File: src/rtl/multu_hilo.sv
// multu_hilo: sequential unsigned shift-add multiplier owning the Hi/Lo pair.
// A MULTU request is taken in IDLE, one partial product is folded in per
// clock for WIDTH clocks, and the full product is committed to HiOut/LoOut
// on the final iteration edge. Hi/Lo otherwise hold the last result.
//
// Handshake: a request is the pair (start && Signal == MULTU). It is accepted
// only on a rising edge where busy is low (state IDLE); busy is the inverse
// "ready" and rises the cycle after acceptance. Requests seen while busy, or
// with any other funct code, are dropped without effect. done is a one-cycle
// pulse marking the edge on which Hi/Lo were rewritten.
module multu_hilo #(
   parameter logic [5:0] MULTU = 6'b011001,
   parameter int         WIDTH = 32
) (
   input  logic             clk,
   input  logic             reset,
   input  logic [WIDTH-1:0] dataA,
   input  logic [WIDTH-1:0] dataB,
   input  logic [5:0]       Signal,
   input  logic             start,
   output logic             busy,
   output logic             done,
   output logic [WIDTH-1:0] HiOut,
   output logic [WIDTH-1:0] LoOut,
   output logic [0:0]       state_dbg
);

   localparam logic [0:0] IDLE = 1'b0;
   localparam logic [0:0] RUN  = 1'b1;

   localparam int             CW   = (WIDTH > 1) ? $clog2(WIDTH) : 1;
   localparam logic [CW-1:0]  LAST = CW'(WIDTH - 1);

   logic [0:0]         state;
   logic [CW-1:0]      count;
   logic [WIDTH-1:0]   mcand;
   logic [2*WIDTH-1:0] prod;
   logic               req;

   // Upper-half sum keeps the carry bit so all-ones operands stay exact.
   logic [WIDTH:0]     upper_sum;
   logic [2*WIDTH-1:0] next_prod;

   assign req       = start && (Signal == MULTU);
   assign busy      = (state == RUN);
   assign state_dbg = state;

   // One shift-add step: conditionally add the multiplicand into the upper
   // half, then shift the whole product right with the carry entering the MSB.
   always_comb begin
      upper_sum = {1'b0, prod[2*WIDTH-1:WIDTH]};
      if (prod[0]) begin
         upper_sum = {1'b0, prod[2*WIDTH-1:WIDTH]} + {1'b0, mcand};
      end
      next_prod = {upper_sum, prod[WIDTH-1:1]};
   end

   // Control FSM, iteration datapath and Hi/Lo commit.
   always_ff @(posedge clk) begin
      if (reset) begin
         state <= IDLE;
         count <= '0;
         mcand <= '0;
         prod  <= '0;
         done  <= 1'b0;
         HiOut <= '0;
         LoOut <= '0;
      end else begin
         done <= 1'b0;
         case (state)
            IDLE: begin
               if (req) begin
                  mcand <= dataA;
                  prod  <= {{WIDTH{1'b0}}, dataB};
                  count <= '0;
                  state <= RUN;
               end
            end
            RUN: begin
               prod  <= next_prod;
               count <= count + 1'b1;
               if (count == LAST) begin
                  HiOut <= next_prod[2*WIDTH-1:WIDTH];
                  LoOut <= next_prod[WIDTH-1:0];
                  done  <= 1'b1;
                  count <= '0;
                  state <= IDLE;
               end
            end
            default: begin
               state <= IDLE;
            end
         endcase
      end
   end

endmodule

File: config.mk
export PLATFORM = sky130hd
export DESIGN_NAME = multu_hilo
export DESIGN_NICKNAME = d
export VERILOG_FILES = /design/src/rtl/multu_hilo.sv
export SDC_FILE = /design/constraint.sdc
export NUM_CORES = 1
export LEC_CHECK = 0
export BUFFER_PORTS_ARGS = -buffer_cell sky130_fd_sc_hd__buf_4
export CAP_MARGIN = 20
export CELL_PAD_IN_SITES_DETAIL_PLACEMENT = 0
export CELL_PAD_IN_SITES_GLOBAL_PLACEMENT = 1
export CORE_UTILIZATION = 46
export CTS_BUF_LIST = sky130_fd_sc_hd__clkbuf_2 sky130_fd_sc_hd__clkbuf_4 sky130_fd_sc_hd__clkbuf_8
export DETAILED_ROUTE_END_ITERATION = 7
export PLACE_DENSITY = 0.87
export SETUP_SLACK_MARGIN = 0.4
export SYNTH_ARGS = -nofsm -noshare
export SYNTH_HDL_FRONTEND = slang
export SYNTH_SLANG_ARGS = --single-unit
File: constraint.sdc
create_clock -name clk -period 8 [get_ports clk]
set_input_delay 0.8 -clock clk [delete_from_list [all_inputs] [get_ports clk]]
set_output_delay 0.8 -clock clk [all_outputs]
set_load 0.005 [all_outputs]
# == Word level (Yosys, flattened, before mapping) ==
# Index checks and enable logic that the tools add are counted.
# totals
regBits,167
# op_classes
bitwise_logic,1
n_reduce_logical,4
mux,10
addsub,2
eq_ne,3
# ops
operator,count
case mux 64 bit (2 select lines),1
2-to-1 mux 64 bit,1
adder 32 x 32 -> 33 bit,1
2-to-1 mux 33 bit,1
2-to-1 mux 5 bit,2
case mux 5 bit (2 select lines),1
equality test 6 x 5 -> 1 bit (second input constant),1
adder 5 x 1 -> 5 bit (second input constant),1
equality test 5 bit (second input constant),1
AND reduction 2 bit,2
2-to-1 mux 1 bit,3
!= test 2 bit (second input constant),1
case mux 1 bit (2 select lines),1
OR reduction 2 bit,1
logical AND 1 bit,1
inverter 1 bit,1

# == Depth between registers and ports, before layout ==
# depth
depth_word,4
depth_mapped,10

# == Worst setup path before layout ==
# Ideal clock, no wire load.
# synth_timing
path_type,register -> register
from,reg mcand[0]
to,reg HiOut[25]
setup_ps,122
t_arrival_ps,2417
path_buffers,0
t_required_ps,7878
setup_slack_ps,5461
stages_incl_launch_ff,11
path_cell_list,dfxtp_1 > ha_1 > fa_1 > a21o_1 > a221o_1 > a21oi_2 > o21ai_2 > a21bo_1 > a21oi_4 > mux2i_1 > a221o_1
# synth_between
elab_chain_cells,2
# synth_lines
item,line_no,text
"start, declared",36,logic [WIDTH-1:0] mcand;
"start signal, assigned",73,mcand <= dataA;
adder 32 x 32 -> 33 bit,53,"upper_sum = {1'b0, prod[2*WIDTH-1:WIDTH]} + {1'b0, mcand};"
2-to-1 mux 33 bit,52,if (prod[0]) begin
"end signal, assigned",83,HiOut <= next_prod[2*WIDTH-1:WIDTH];
"end, declared",23,"output logic [WIDTH-1:0] HiOut,"
# Every way passes these cells.
# A chain may end at the register's enable or synchronous reset.

# == Worst setup path after layout ==
# layout_timing
from,in Signal[5]
to,reg mcand[0]
# layout_between
elab_chain_cells,3
# layout_lines
item,line_no,text
"start, declared",19,"input logic [5:0] Signal,"
equality test 6 x 5 -> 1 bit,44,assign req = start && (Signal == MULTU);
logical AND 1 bit,44,
AND reduction 2 bit (no line),n/a,
# Every way passes these cells.

==> results.toml <==
[synthesis]
synth_edf_count = 0
yosysTopAreaCellShare_pct = 41.4
synth.cell_area_sq_um = 8070
synth_area_per_cell_sq_um = 8.02
synthArstFlopShare_pct = 0
synth_area_leaders = "dfxtp_1 41%, a21oi_1 9.8%, nand2_1 9.2%, ha_1 5.3%, nor2_1 3.9%"
ys_top_cells_by_count = "198 x nand2_1, 167 x dfxtp_1, 158 x a21oi_1"
synth_flop_cell = "dfxtp_1"
synth.most_common_cell = "nand2_1"
yosysTopAreaCell = "dfxtp_1"
yosysWarnings = 0
synth_seq_cells = 167
synth_cell_types = 58
syn_nets = 1115
ys_seq_area_share_pct = 41.4
synthCells = 1007

[grt]
gr-total-overflow = 0
grt_pass1_vias = 6787
grtUsageTotal_pct = 24.6
grt_pass1_wl_mm = 35.0
antenna_found_initial = 0
grt_max_degree = 87

[setup_path]
cp_slowest_cell = "or4b_2"
slowest_delay_ns = 0.63
critical_path_class = "in2reg"
cpMostUsedCell = "buf_4"
cp-end-kind = "register"
worstPathArrival_ns = 3.33
r2r-start = "mcand[0]"
cp-start-kind = "input port"
ff2ff_setup_slack_ns = 5.09
worstPathRequired_ns = 8.39
cpLargestDelayFamily = "simple AND/OR/NAND/NOR gates"
path_cells = "buf_4 -> nand4b_1 -> or4b_2 -> buf_4 -> nor2_2 -> buf_4 -> nand2_1 -> a21oi_1"
path_buf_inv = 3
crit_start = "Signal[5]"
path_max_fanout = 58

[die]
rows = 48
start_util_pct = 46.8
design.core.area_sq_um = 17200
die_h_um = 134
ios = 140
die_area_sq_um = 18100
die_x_um = 134

[cts]
cts_tree = "yes"
cts_buffer_depth = 2
clk_pin_slew_ns = 0.09
clk_latency_ns = 0.46
clock_sinks = 167
cts_hold_buf = 0
numCtsBuffers = 17
cts_max_level = 4
post_cts_buffers = 0
clockRootBuffer = "clkbuf_8"
ctsResizeCount = 0

[min_path]
hold_class = "reg2reg"
min_from = "HiOut[19]"

[detailed_routing]
drt-initial-drc-count = 545
drc_errors = 0
vias = 7536
via_per_inst = 5.61
routed_wl_mm = 21.8
wl_per_cell_um = 16.2
first_pass_iters = 6
ant_nets = 0

[run]
max-cap-violations = 0

[pwr]
powerDensity_nw_per_um2 = 160
power.leakage_nw = 3.89
power.switching_w = 0.000370
ir_worst_vdd_uv = 100
clockPowerShare_pct = 42.4
combPwrFrac_pct = 3.7
netSwitchingFraction_pct = 23.9
seqPwrFrac_pct = 53.9
intPower_w = 0.00118

[layout]
nets = 1213
area_growth_pct = 19.7
fin_cells = 1343
layout-drive-gt1-share_pct = 18.0
antennaDiodeCount = 0
final_area_sq_um = 9660

[sta]
fin_skew_ns = 0.00916
rsz0062_at_grt = "no"
finalSetupTns_ns = 0
setup_violations = 0
final_hold_viol_count = 0
fin_ws_ns = 5.06
maxSlewHeadroom_pct = 33.8
max_freq_ghz = 0.340
finalCritPeriodShare_pct = 36.8
period_needed_ns = 2.94
drv_slew = 0
tightest_slew_ns = 0.992

[placement]
dp_slack_ns = 4.57
detailed_place_hpwl_mm = 14.8
place.gp.congestion = 0.886
place_inst = 1310
port_buffers = 139
dpl_cell_area_sq_um = 9230

[status]
status = "finished clean"
-- cell families after synthesis --
kind of cell | after synthesis | synth area share (%)
AOI/OAI and AO/OA | 333 | 25.7
xor gates and xnor gates | 25 | 2.71
adders and majority gates | 35 | 5.52
buffers and inverters | 80 | 3.83
DFF | 167 | 41.4
muxes | 18 | 2.32
and+or+nand+nor | 349 | 18.5
-- worst reg2reg max path: cells and delay by family (launching register included) --
kind / cells / cell delay, ns
simple gates: 1 / 0.26
xor+xnor: 1 / 0.19
flops: 1 / 0.32
compound gates: 6 / 1.34
fa+ha+maj: 2 / 0.64
-- area by class of cell --
cell class,count,area (sq um)
Sequential cell,167,3350
Timing Repair Buffer,151,1140
Multi-Input combinational cell,760,4440
Clock buffer,17,234
Tap cell,225,282
Clock inverter,15,190
Inverter,8,30.0
Fill cell,1662,7570
-- sequential cells by signal, indices dropped and copies added (netlist names) --
register	cells
LoOut	32
count	5
prod	64
mcand	32
HiOut	32
busy	1
done	1
-- stage by stage --
step,total power [W],hold WS [ns],util (%)
6_report,0.00155,0.448,56.1
5_1_grt,0.00160,0.484,56.1
4_1_cts,0.00156,0.452,56.0
3_5_place_dp,0.000911,0.438,53.5
3_3_place_gp,0.000911,0.433,53.5
2_1_floorplan,0.000875,0.439,-
-- worst paths after layout --
path                            depth (start not counted)        end
worst max-delay path                                    8   mcand[0]
worst min-delay path                                    2  HiOut[19]
worst max register to register                         10  HiOut[27]
worst min register to register                          2  HiOut[19]
-- placed cells by master (no fill, tap or decap), types with 7 or more instances in the layout --
cell type	synthesis	routed
a21o_1	16	16
nor2_1	83	82
xnor2_1	17	17
inv_1	8	8
xor2_1	8	8
a21oi_1	158	157
dfxtp_1	167	166
nand4b_1	7	7
and3_1	9	9
mux2i_1	12	12
buf_4	1	150
ha_1	34	34
o21ai_0	50	50
clkbuf_8	0	17
a22o_1	35	35
nand3_1	11	11
nand4_1	9	9
nand2_1	198	198
a31oi_1	12	12
-- power groups by stage --
stage | registers [W] | clock network, W | logic (W)
2_1_floorplan | 0.000853 | 0 | 0.0000224
3_3_place_gp | 0.000853 | 0 | 0.0000572
3_5_place_dp | 0.000853 | 0 | 0.0000572
4_1_cts | 0.000834 | 0.000670 | 0.0000574
5_1_grt | 0.000834 | 0.000701 | 0.0000620
6_report | 0.000834 | 0.000656 | 0.0000572
-- routing by layer --
| metal | share of wire [%] | global-route usage [%] | up-vias | routed length [um] |
|---|---|---|---|---|
| li1 | - | - | 3779 | - |
| met1 | 49 | 34.8 | 3507 | 10700 |
| met2 | 44 | 37.6 | 217 | 9590 |
| met3 | 4.9 | 3.64 | 33 | 1070 |
| met4 | 1.9 | 9.43 | 0 | 422 |
| met5 | 0 | 0 | - | 0 |
Note: power is estimated with default switching activity, not from simulation.
